==> config.mk <==
export PLATFORM = sky130hd
export DESIGN_NAME = pipeline_inverse_flat
export DESIGN_NICKNAME = d
export VERILOG_FILES = /design/src/rtl/pipeline_inverse_if.sv /design/src/rtl/pipeline_inverse.sv /design/src/flat_wrapper.sv
export SDC_FILE = /design/constraint.sdc
export NUM_CORES = 1
export LEC_CHECK = 0
export BUFFER_PORTS_ARGS = -buffer_cell sky130_fd_sc_hd__clkbuf_2
export CELL_PAD_IN_SITES_DETAIL_PLACEMENT = 1
export CELL_PAD_IN_SITES_GLOBAL_PLACEMENT = 2
export CORE_UTILIZATION = 30
export CTS_CLUSTER_DIAMETER = 50
export DETAILED_ROUTE_END_ITERATION = 10
export GPL_ROUTABILITY_DRIVEN = 0
export GPL_TIMING_DRIVEN = 0
export HOLD_SLACK_MARGIN = 0.08
export MAX_ROUTING_LAYER = met4
export PLACE_DENSITY_LB_ADDON = 0.1
export SLEW_MARGIN = 20
export SYNTH_ARGS = -nofsm -noshare
export SYNTH_HDL_FRONTEND = slang
export SYNTH_SLANG_ARGS = --single-unit
==> constraint.sdc <==
create_clock -name clk -period 1.94 [get_ports clk]
set_input_delay 0.194 -clock clk [delete_from_list [all_inputs] [get_ports clk]]
set_output_delay 0.194 -clock clk [all_outputs]
set_load 0.05 [all_outputs]
==> src/rtl/pipeline_inverse_if.sv <==
`default_nettype none
// ============================================================================
// Module      : pipeline_inverse_if
// Description : Request/response bundle between a requester and the
//               pipeline_inverse search engine.
// Revision    : 1.0 - initial release
// ============================================================================
interface pipeline_inverse_if #(
    parameter int WIDTH = 8
);
    logic             start;
    logic [WIDTH-1:0] in;
    logic             busy;
    logic             done;
    logic             found;
    logic [WIDTH-1:0] out;

    modport master (
        output start,
        output in,
        input  busy,
        input  done,
        input  found,
        input  out
    );

    modport slave (
        input  start,
        input  in,
        output busy,
        output done,
        output found,
        output out
    );
endinterface
`default_nettype wire

==> src/rtl/pipeline_inverse.sv <==
`default_nettype none
// ============================================================================
// Module      : pipeline_inverse
// Description : Recovers the smallest X with (2*X^2 + 2) mod 2^WIDTH == Y by
//               an ascending search, one candidate per clock, multiplier-free.
// Revision    : 1.0 - initial release
// ============================================================================
module pipeline_inverse #(
    parameter int WIDTH = 8
) (
    input  wire                 clk,
    input  wire                 rst_n,
    pipeline_inverse_if.slave   bus
);

    localparam logic [1:0] c_st_idle   = 2'd0;
    localparam logic [1:0] c_st_search = 2'd1;
    localparam logic [1:0] c_st_report = 2'd2;

    localparam logic [WIDTH-1:0] c_one  = {{(WIDTH-1){1'b0}}, 1'b1};
    localparam logic [WIDTH-1:0] c_f0   = {{(WIDTH-2){1'b0}}, 2'b10};
    localparam logic [WIDTH-1:0] c_xmax = {WIDTH{1'b1}};

    logic [1:0]       r_state;
    logic [1:0]       w_state_nxt;
    logic [WIDTH-1:0] r_x;
    logic [WIDTH-1:0] r_f;
    logic [WIDTH-1:0] r_y;
    logic [WIDTH-1:0] r_out;
    logic             r_found;

    logic             w_match;
    logic             w_last;
    logic [WIDTH-1:0] w_step;
    logic             w_busy;
    logic             w_done;

    assign w_match = (r_f == r_y);
    assign w_last  = (r_x == c_xmax);
    // f(X+1) - f(X) = 4X + 2, truncated to WIDTH bits
    assign w_step  = {r_x[WIDTH-3:0], 2'b10};

    always_ff @(posedge clk or negedge rst_n) begin
        if (!rst_n) begin
            r_state <= c_st_idle;
        end else begin
            r_state <= w_state_nxt;
        end
    end

    always_comb begin
        w_state_nxt = r_state;
        case (r_state)
            c_st_idle: begin
                if (bus.start) begin
                    w_state_nxt = c_st_search;
                end
            end
            c_st_search: begin
                if (w_match || w_last) begin
                    w_state_nxt = c_st_report;
                end
            end
            c_st_report: begin
                w_state_nxt = c_st_idle;
            end
            default: begin
                w_state_nxt = c_st_idle;
            end
        endcase
    end

    always_comb begin
        w_busy = 1'b0;
        w_done = 1'b0;
        case (r_state)
            c_st_search: w_busy = 1'b1;
            c_st_report: w_done = 1'b1;
            default: begin
                w_busy = 1'b0;
                w_done = 1'b0;
            end
        endcase
    end

    // Result registers hold their last value until the next search reports.
    always_ff @(posedge clk or negedge rst_n) begin
        if (!rst_n) begin
            r_x     <= '0;
            r_f     <= '0;
            r_y     <= '0;
            r_out   <= '0;
            r_found <= 1'b0;
        end else begin
            case (r_state)
                c_st_idle: begin
                    if (bus.start) begin
                        r_y <= bus.in;
                        r_x <= '0;
                        r_f <= c_f0;
                    end
                end
                c_st_search: begin
                    if (w_match) begin
                        r_out   <= r_x;
                        r_found <= 1'b1;
                    end else if (w_last) begin
                        r_out   <= '0;
                        r_found <= 1'b0;
                    end else begin
                        r_x <= r_x + c_one;
                        r_f <= r_f + w_step;
                    end
                end
                default: begin
                end
            endcase
        end
    end

    assign bus.busy  = w_busy;
    assign bus.done  = w_done;
    assign bus.found = r_found;
    assign bus.out   = r_out;

endmodule
`default_nettype wire

==> src/flat_wrapper.sv <==
// flat-port wrapper written by rule: the top's interface ports become plain ports
module pipeline_inverse_flat 
#(
    parameter int WIDTH = 8
)
  (clk, rst_n, bus_start, bus_in, bus_busy, bus_done, bus_found, bus_out);
  pipeline_inverse_if #(.WIDTH(WIDTH)) bus_i ();
  input  wire clk;
  input  wire rst_n;
  input wire logic [$bits(bus_i.start)-1:0] bus_start;
  input wire logic [$bits(bus_i.in)-1:0] bus_in;
  output wire logic [$bits(bus_i.busy)-1:0] bus_busy;
  output wire logic [$bits(bus_i.done)-1:0] bus_done;
  output wire logic [$bits(bus_i.found)-1:0] bus_found;
  output wire logic [$bits(bus_i.out)-1:0] bus_out;
  assign bus_i.start = bus_start;
  assign bus_i.in = bus_in;
  assign bus_busy = bus_i.busy;
  assign bus_done = bus_i.done;
  assign bus_found = bus_i.found;
  assign bus_out = bus_i.out;
  pipeline_inverse #(.WIDTH(WIDTH)) u_core (.clk(clk), .rst_n(rst_n), .bus(bus_i));
endmodule
After elaboration in Yosys (flattened, before gate mapping):

Index checks and enable logic that the tools add are counted.

* register bits after elaboration: 35

* add/sub/neg operators: 2
* equal/unequal tests: 8
* multiplexer cells: 17
* reduce and logical (&&, ||, !) cells: 8

Operators by type and width (count)
* $mux W8: 8
* $pmux W8 S2: 2
* $add A8 B1 Y8 const B: 1
* $add A8 B8 Y8: 1
* $eq A8 B8 Y1: 1
* $eq A8 B8 Y1 const B: 1
* $ne A2 B2 Y1 const B: 3
* $reduce_and A2 Y1: 3
* $mux W1: 4
* $mux W2: 2
* $pmux W2 S2: 1
* $reduce_and A4 Y1: 1
* $reduce_bool A2 Y1: 2
* $eq A2 B1 Y1 const B: 1
* $eq A2 B2 Y1 const B: 1
* $logic_not A2 Y1: 1
* $ne A2 B1 Y1 const B: 1
* $logic_or A1 B1 Y1: 1

Longest topological paths before layout:

* depth after elaboration: 4
* mapped depth: 8
* gate-level depth less buffers: 6

Worst setup path after synthesis:

No wires, ideal clock.

* kind: reg-to-reg
* from: reg u_core.r_f[1]
* to: reg u_core.r_f[7]
* arrival time: 1.994 ns
* slack: -0.174 ns
* cell stages (with the launch flop): 7
* buffers on the path: 0
* cells stage by stage: dfrtp_1 fa_1 a211oi_1 nor2_1 o311ai_0 o22ai_1 a31o_2

* longest elaborated chain between the ends: 4
* elaborated cells between the ends (all ways): 7

RTL lines
* start, declared: RTL line pipeline_inverse.sv:27 `logic [WIDTH-1:0] r_f;`
* start signal, assigned: RTL line pipeline_inverse.sv:112 `r_f <= r_f + w_step;`
* $add A8 B8 Y8: RTL line pipeline_inverse.sv:112
* $mux W8: RTL line pipeline_inverse.sv:107 `end else if (w_last) begin`
* $mux W8: RTL line pipeline_inverse.sv:104 `if (w_match) begin`
* $pmux W8 S2: RTL line pipeline_inverse.sv:95 `case (r_state)`

Several ways; a longest one is shown, not always the timed one. The select of a mux whose other input is x is not followed.
A chain may end at the register's enable or synchronous reset.

Worst setup path in the final report:

* from: reg u_core.r_x[1]
* to: reg u_core.r_f[7]

* longest elaborated chain between the ends: 4
* elaborated cells between the ends (all ways): 7

RTL lines
* start, declared: RTL line pipeline_inverse.sv:26 `logic [WIDTH-1:0] r_x;`
* start signal, assigned: RTL line pipeline_inverse.sv:111 `r_x <= r_x + c_one;`
* $add A8 B8 Y8: RTL line pipeline_inverse.sv:112
* $mux W8: RTL line pipeline_inverse.sv:107
* $mux W8: RTL line pipeline_inverse.sv:104
* $pmux W8 S2: RTL line pipeline_inverse.sv:95

Several ways; a longest one is shown, not always the timed one. The select of a mux whose other input is x is not followed.

==> flow_results.xml <==
<?xml version="1.0" encoding="UTF-8"?>
<metrics>
  <group name="outcome">
    <metric name="result_of_the_run" unit="">finished, violations left</metric>
    <metric name="violations" unit="">setup timing</metric>
  </group>
  <group name="place">
    <metric name="placedInstanceArea" unit="sq mm">0.00205</metric>
    <metric name="dp_cells" unit="">282</metric>
    <metric name="place_hpwl" unit="mm">3.68</metric>
    <metric name="portBuffers" unit="">21</metric>
  </group>
  <group name="global_route">
    <metric name="overflow" unit="">0</metric>
    <metric name="wire_length_of_the_first_global_routing_pass" unit="mm">8.69</metric>
    <metric name="vias_in_the_first_global_route" unit="">1646</metric>
    <metric name="gr-usage-all-layers" unit="">0.184</metric>
    <metric name="grt_max_degree" unit="">35</metric>
    <metric name="grt_antenna_before_repair" unit="">0</metric>
  </group>
  <group name="power">
    <metric name="p_leak" unit="uW">0.00111</metric>
    <metric name="netSwitchingFraction" unit="">0.218</metric>
    <metric name="worst_ir_drop_vdd" unit="uV">290</metric>
    <metric name="power.share.combinational" unit="">0.020</metric>
    <metric name="report.power.total" unit="uW">1280</metric>
    <metric name="power_frac_seq" unit="">0.552</metric>
    <metric name="total_switching_power" unit="uW">280</metric>
    <metric name="internal_power" unit="uW">1000</metric>
    <metric name="p_clk_frac" unit="">0.428</metric>
    <metric name="power.density_cell_area" unit="mW/mm^2">550</metric>
  </group>
  <group name="setup_path">
    <metric name="timing.critical_path.fanout_max" unit="">5</metric>
    <metric name="r2r_end" unit="">u_core.r_f[7]</metric>
    <metric name="worst-r2r-setup-slack" unit="ns">-0.008</metric>
    <metric name="critPathRequiredTime" unit="ns">2.12</metric>
    <metric name="endpoint_kind" unit="">flop</metric>
    <metric name="critPathMaxStageDelay" unit="ns">0.53</metric>
    <metric name="worstPathArrival" unit="ns">2.13</metric>
    <metric name="crit_chain" unit="">ha_4 &gt; a211oi_4 &gt; or4b_1 &gt; o311ai_2 &gt; o22ai_1 &gt; a31o_2</metric>
    <metric name="worst_path_max_delay_cell" unit="">sky130_fd_sc_hd__or4b_1</metric>
    <metric name="setup.worst_path.start" unit="">u_core.r_x[1]</metric>
    <metric name="worst-setup-path-type" unit="">flop to flop</metric>
    <metric name="crit_path_start_kind" unit="">flop</metric>
    <metric name="critical_path.reg2reg.startpoint" unit="">u_core.r_x[1]</metric>
    <metric name="rr_worst_depth" unit="">6</metric>
    <metric name="setup.worst_path.end" unit="">u_core.r_f[7]</metric>
  </group>
  <group name="clock_tree">
    <metric name="clk_buf_depth" unit="">2</metric>
    <metric name="cts.root.buffer_cell" unit="">sky130_fd_sc_hd__clkbuf_8</metric>
    <metric name="cts_max_level" unit="">2</metric>
    <metric name="clock_sinks" unit="">34</metric>
    <metric name="tritoncts" unit="">built</metric>
    <metric name="cts_inserted_buffers" unit="">5</metric>
    <metric name="clk_pin_slew" unit="ns">0.07</metric>
    <metric name="worstSkewPairLatency" unit="ns">0.28</metric>
  </group>
  <group name="die">
    <metric name="die_h" unit="microns">80.4</metric>
    <metric name="core_area" unit="sq mm">0.00592</metric>
    <metric name="initial_core_util" unit="">0.311</metric>
    <metric name="floorplan.rows" unit="">28</metric>
    <metric name="design.die.area" unit="sq mm">0.00646</metric>
    <metric name="top_level_ports" unit="">22</metric>
    <metric name="die_w" unit="microns">80.4</metric>
  </group>
  <group name="sta">
    <metric name="timing.fmax" unit="MHz">513</metric>
    <metric name="clock-skew-final" unit="ns">0.00710</metric>
    <metric name="postLayoutSetupSlackWorst" unit="ns">-0.00783</metric>
    <metric name="final_max_slew_viol_count" unit="">0</metric>
    <metric name="layout_min_cycle_time" unit="ns">1.95</metric>
    <metric name="maxSlewHeadroom" unit="">0.407</metric>
    <metric name="setup_repair_after_global_routing_missed_its_margin" unit="">yes</metric>
    <metric name="totalNegativeSetupSlack" unit="ns">-0.00783</metric>
    <metric name="timing.final.crit_share" unit="">1.00</metric>
    <metric name="timing_worst_slew_pin_value" unit="ns">0.889</metric>
    <metric name="setup_viol" unit="">1</metric>
    <metric name="final_hold_viol_count" unit="">0</metric>
  </group>
  <group name="detailed_routing">
    <metric name="drt_pass1_iterations" unit="">4</metric>
    <metric name="finalWirelength" unit="mm">5.03</metric>
    <metric name="met3_length" unit="microns">106</metric>
    <metric name="routed-via-count" unit="">1546</metric>
    <metric name="dr_wl_met2" unit="mm">2.64</metric>
    <metric name="drt_iter0_drc" unit="">32</metric>
    <metric name="avgRoutedWirePerCell" unit="microns">16.6</metric>
    <metric name="post-route-drc-count" unit="">0</metric>
    <metric name="detail-route-antenna-nets" unit="">0</metric>
    <metric name="routed.top_layer" unit="">met4</metric>
    <metric name="detailed_routing_wirelength_on_met1" unit="mm">2.25</metric>
    <metric name="via_per_inst" unit="">5.10</metric>
  </group>
  <group name="final_layout">
    <metric name="share_of_post_route_cells_with_drive_strength_above_1" unit="">0.329</metric>
    <metric name="antenna_cells" unit="">0</metric>
    <metric name="area.growth.synth_to_final" unit="%">26.5</metric>
    <metric name="layout.cells.non_filler" unit="">303</metric>
    <metric name="post-route-cell-area" unit="sq mm">0.00233</metric>
    <metric name="nets" unit="">245</metric>
  </group>
  <group name="yosys">
    <metric name="ys_async_sr_fraction" unit="">1.00</metric>
    <metric name="synthFlopType" unit="">sky130_fd_sc_hd__dfrtp_1</metric>
    <metric name="seq_area_frac_synth" unit="">0.461</metric>
    <metric name="syn_inst" unit="">186</metric>
    <metric name="synthesis_stage_register_bit_count" unit="">34</metric>
    <metric name="avg_cell_area_syn" unit="sq um">9.92</metric>
    <metric name="synth.lib_cells_used.distinct" unit="">46</metric>
    <metric name="synth_area" unit="sq mm">0.00184</metric>
    <metric name="syn-num-nets" unit="">204</metric>
    <metric name="synth_warnings" unit="">0</metric>
    <metric name="synth-edff-count" unit="">0</metric>
  </group>
  <group name="worst_hold_path">
    <metric name="hold_crit_class" unit="">input pin to flop</metric>
  </group>
  <group name="flow_run">
    <metric name="max_cap_viol_count" unit="">0</metric>
  </group>
</metrics>
[area by class of cell]
cell class	count	area (sq um)
fill	688	3590
tap	75	93.8
sequential	34	858
clock inverter	1	5.00
clock buffer	7	86.3
buffer	7	52.6
multi-input combinational	140	1010
inverter	5	23.8
timing repair buffer	34	205
[cell usage in the layout, fill, tap and decap left out, types with 2 or more instances in the layout]
master / instances
sky130_fd_sc_hd__o41ai_1: 2
sky130_fd_sc_hd__nand3_1: 8
sky130_fd_sc_hd__dfrtp_2: 6
sky130_fd_sc_hd__clkbuf_8: 6
sky130_fd_sc_hd__xnor2_1: 5
sky130_fd_sc_hd__a21o_1: 2
sky130_fd_sc_hd__inv_1: 4
sky130_fd_sc_hd__o21ai_2: 2
sky130_fd_sc_hd__dfrtp_1: 28
sky130_fd_sc_hd__nand2b_1: 4
sky130_fd_sc_hd__a31oi_1: 2
sky130_fd_sc_hd__clkbuf_2: 21
sky130_fd_sc_hd__and3_1: 2
sky130_fd_sc_hd__clkbuf_1: 2
sky130_fd_sc_hd__nor2b_1: 3
sky130_fd_sc_hd__ha_1: 3
sky130_fd_sc_hd__buf_6: 3
sky130_fd_sc_hd__a32oi_1: 2
sky130_fd_sc_hd__nor2_2: 2
sky130_fd_sc_hd__a21oi_1: 2
sky130_fd_sc_hd__a31o_2: 3
sky130_fd_sc_hd__ha_4: 3
sky130_fd_sc_hd__nand2_1: 43
sky130_fd_sc_hd__buf_4: 12
sky130_fd_sc_hd__o22ai_1: 3
sky130_fd_sc_hd__a22o_1: 8
sky130_fd_sc_hd__o21ai_0: 2
sky130_fd_sc_hd__xor2_1: 5
sky130_fd_sc_hd__buf_2: 3
sky130_fd_sc_hd__nor2_1: 8
[synth_stat cells (3+ instances only)]
cell type | count | area (sq um)
sky130_fd_sc_hd__nand2_1 | 43 | 161
sky130_fd_sc_hd__o22ai_1 | 3 | 18.8
sky130_fd_sc_hd__buf_6 | 3 | 33.8
sky130_fd_sc_hd__a22o_1 | 8 | 70.1
sky130_fd_sc_hd__a21oi_1 | 3 | 15.0
sky130_fd_sc_hd__inv_1 | 4 | 15.0
sky130_fd_sc_hd__nand2b_1 | 4 | 25.0
sky130_fd_sc_hd__o41ai_1 | 3 | 26.3
sky130_fd_sc_hd__dfrtp_1 | 34 | 851
sky130_fd_sc_hd__nor2_1 | 10 | 37.5
sky130_fd_sc_hd__nand3_1 | 9 | 45.0
sky130_fd_sc_hd__buf_2 | 3 | 15.0
sky130_fd_sc_hd__a31o_2 | 3 | 26.3
sky130_fd_sc_hd__xnor2_1 | 5 | 43.8
sky130_fd_sc_hd__xor2_1 | 5 | 43.8
sky130_fd_sc_hd__ha_1 | 6 | 75.1
sky130_fd_sc_hd__o21ai_0 | 3 | 15.0
sky130_fd_sc_hd__nor2b_1 | 3 | 18.8
[power by group through the flow]
stage / clock (uW) / combinational [uW] / sequential, uW
floorplan: 0 / 0.221 / 722
global placement: 0 / 24.0 / 722
detailed placement: 0 / 25.4 / 722
CTS: 578 / 27.1 / 708
global route: 606 / 29.3 / 708
finish: 550 / 25.2 / 708
[flip-flops by register name, summed over array words and instances, names as in the netlist]
signal and flops:
u_core.bus.found 1, u_core.bus.out 8, u_core.r_f 7, u_core.r_state 2, u_core.r_x 8, u_core.r_y 8
[worst min path at each step]
stage              start                end  cells after the start
3_5_place_dp       rst_n  u_core.bus.out[4]                      1
6_report       bus_in[7]      u_core.r_y[7]                      3
4_1_cts        bus_in[7]      u_core.r_y[7]                      3
2_1_floorplan      rst_n   u_core.bus.found                      0
3_3_place_gp       rst_n  u_core.bus.out[5]                      1
5_1_grt        bus_in[4]      u_core.r_y[4]                      3
[cells by family after synthesis]
kind of cell | count (synthesis) | synth area share
AOI/OAI and AO/OA | 42 | 0.187
DFF | 34 | 0.461
buffers and inverters | 12 | 0.0414
xor gates and xnor gates | 10 | 0.0475
and+or+nand+nor | 81 | 0.212
adders and majority gates | 7 | 0.0516
[stage by stage]
| step | hold slack (ns) | setup WS, ns | utilization |
|---|---|---|---|
| after CTS | 0.0867 | -0.0269 | 0.384 |
| after global routing | 0.0988 | -0.109 | 0.394 |
| after global placement | 0.344 | -0.193 | 0.346 |
| after floorplan | -0.102 | 0.0410 | - |
| final | 0.0998 | -0.00783 | 0.394 |
| after detailed placement | 0.370 | -0.249 | 0.346 |
[per-layer routing]
layer,vias to the layer above,track usage
li1,746,-
met5,-,-
met4,0,0.0375
met2,16,0.319
met3,4,0.0375
met1,780,0.219
[critical path, delay by kind of cell (launching register included)]
family,cells,cell delay [ns]
AO/OA/AOI/OAI,4,0.52
AND/OR/NAND/NOR,1,0.53
flip-flops,1,0.46
adder cells (fa/ha/maj),1,0.32
[repair_timing]
item,CTS,global route
hold endpoints to repair,34,0
pin swaps,5,4
setup endpoints to repair,12,22
setup buffers,8,4
hold buffers,1,0
gates resized for setup,12,6
Note: power is estimated with default switching activity, not from simulation.
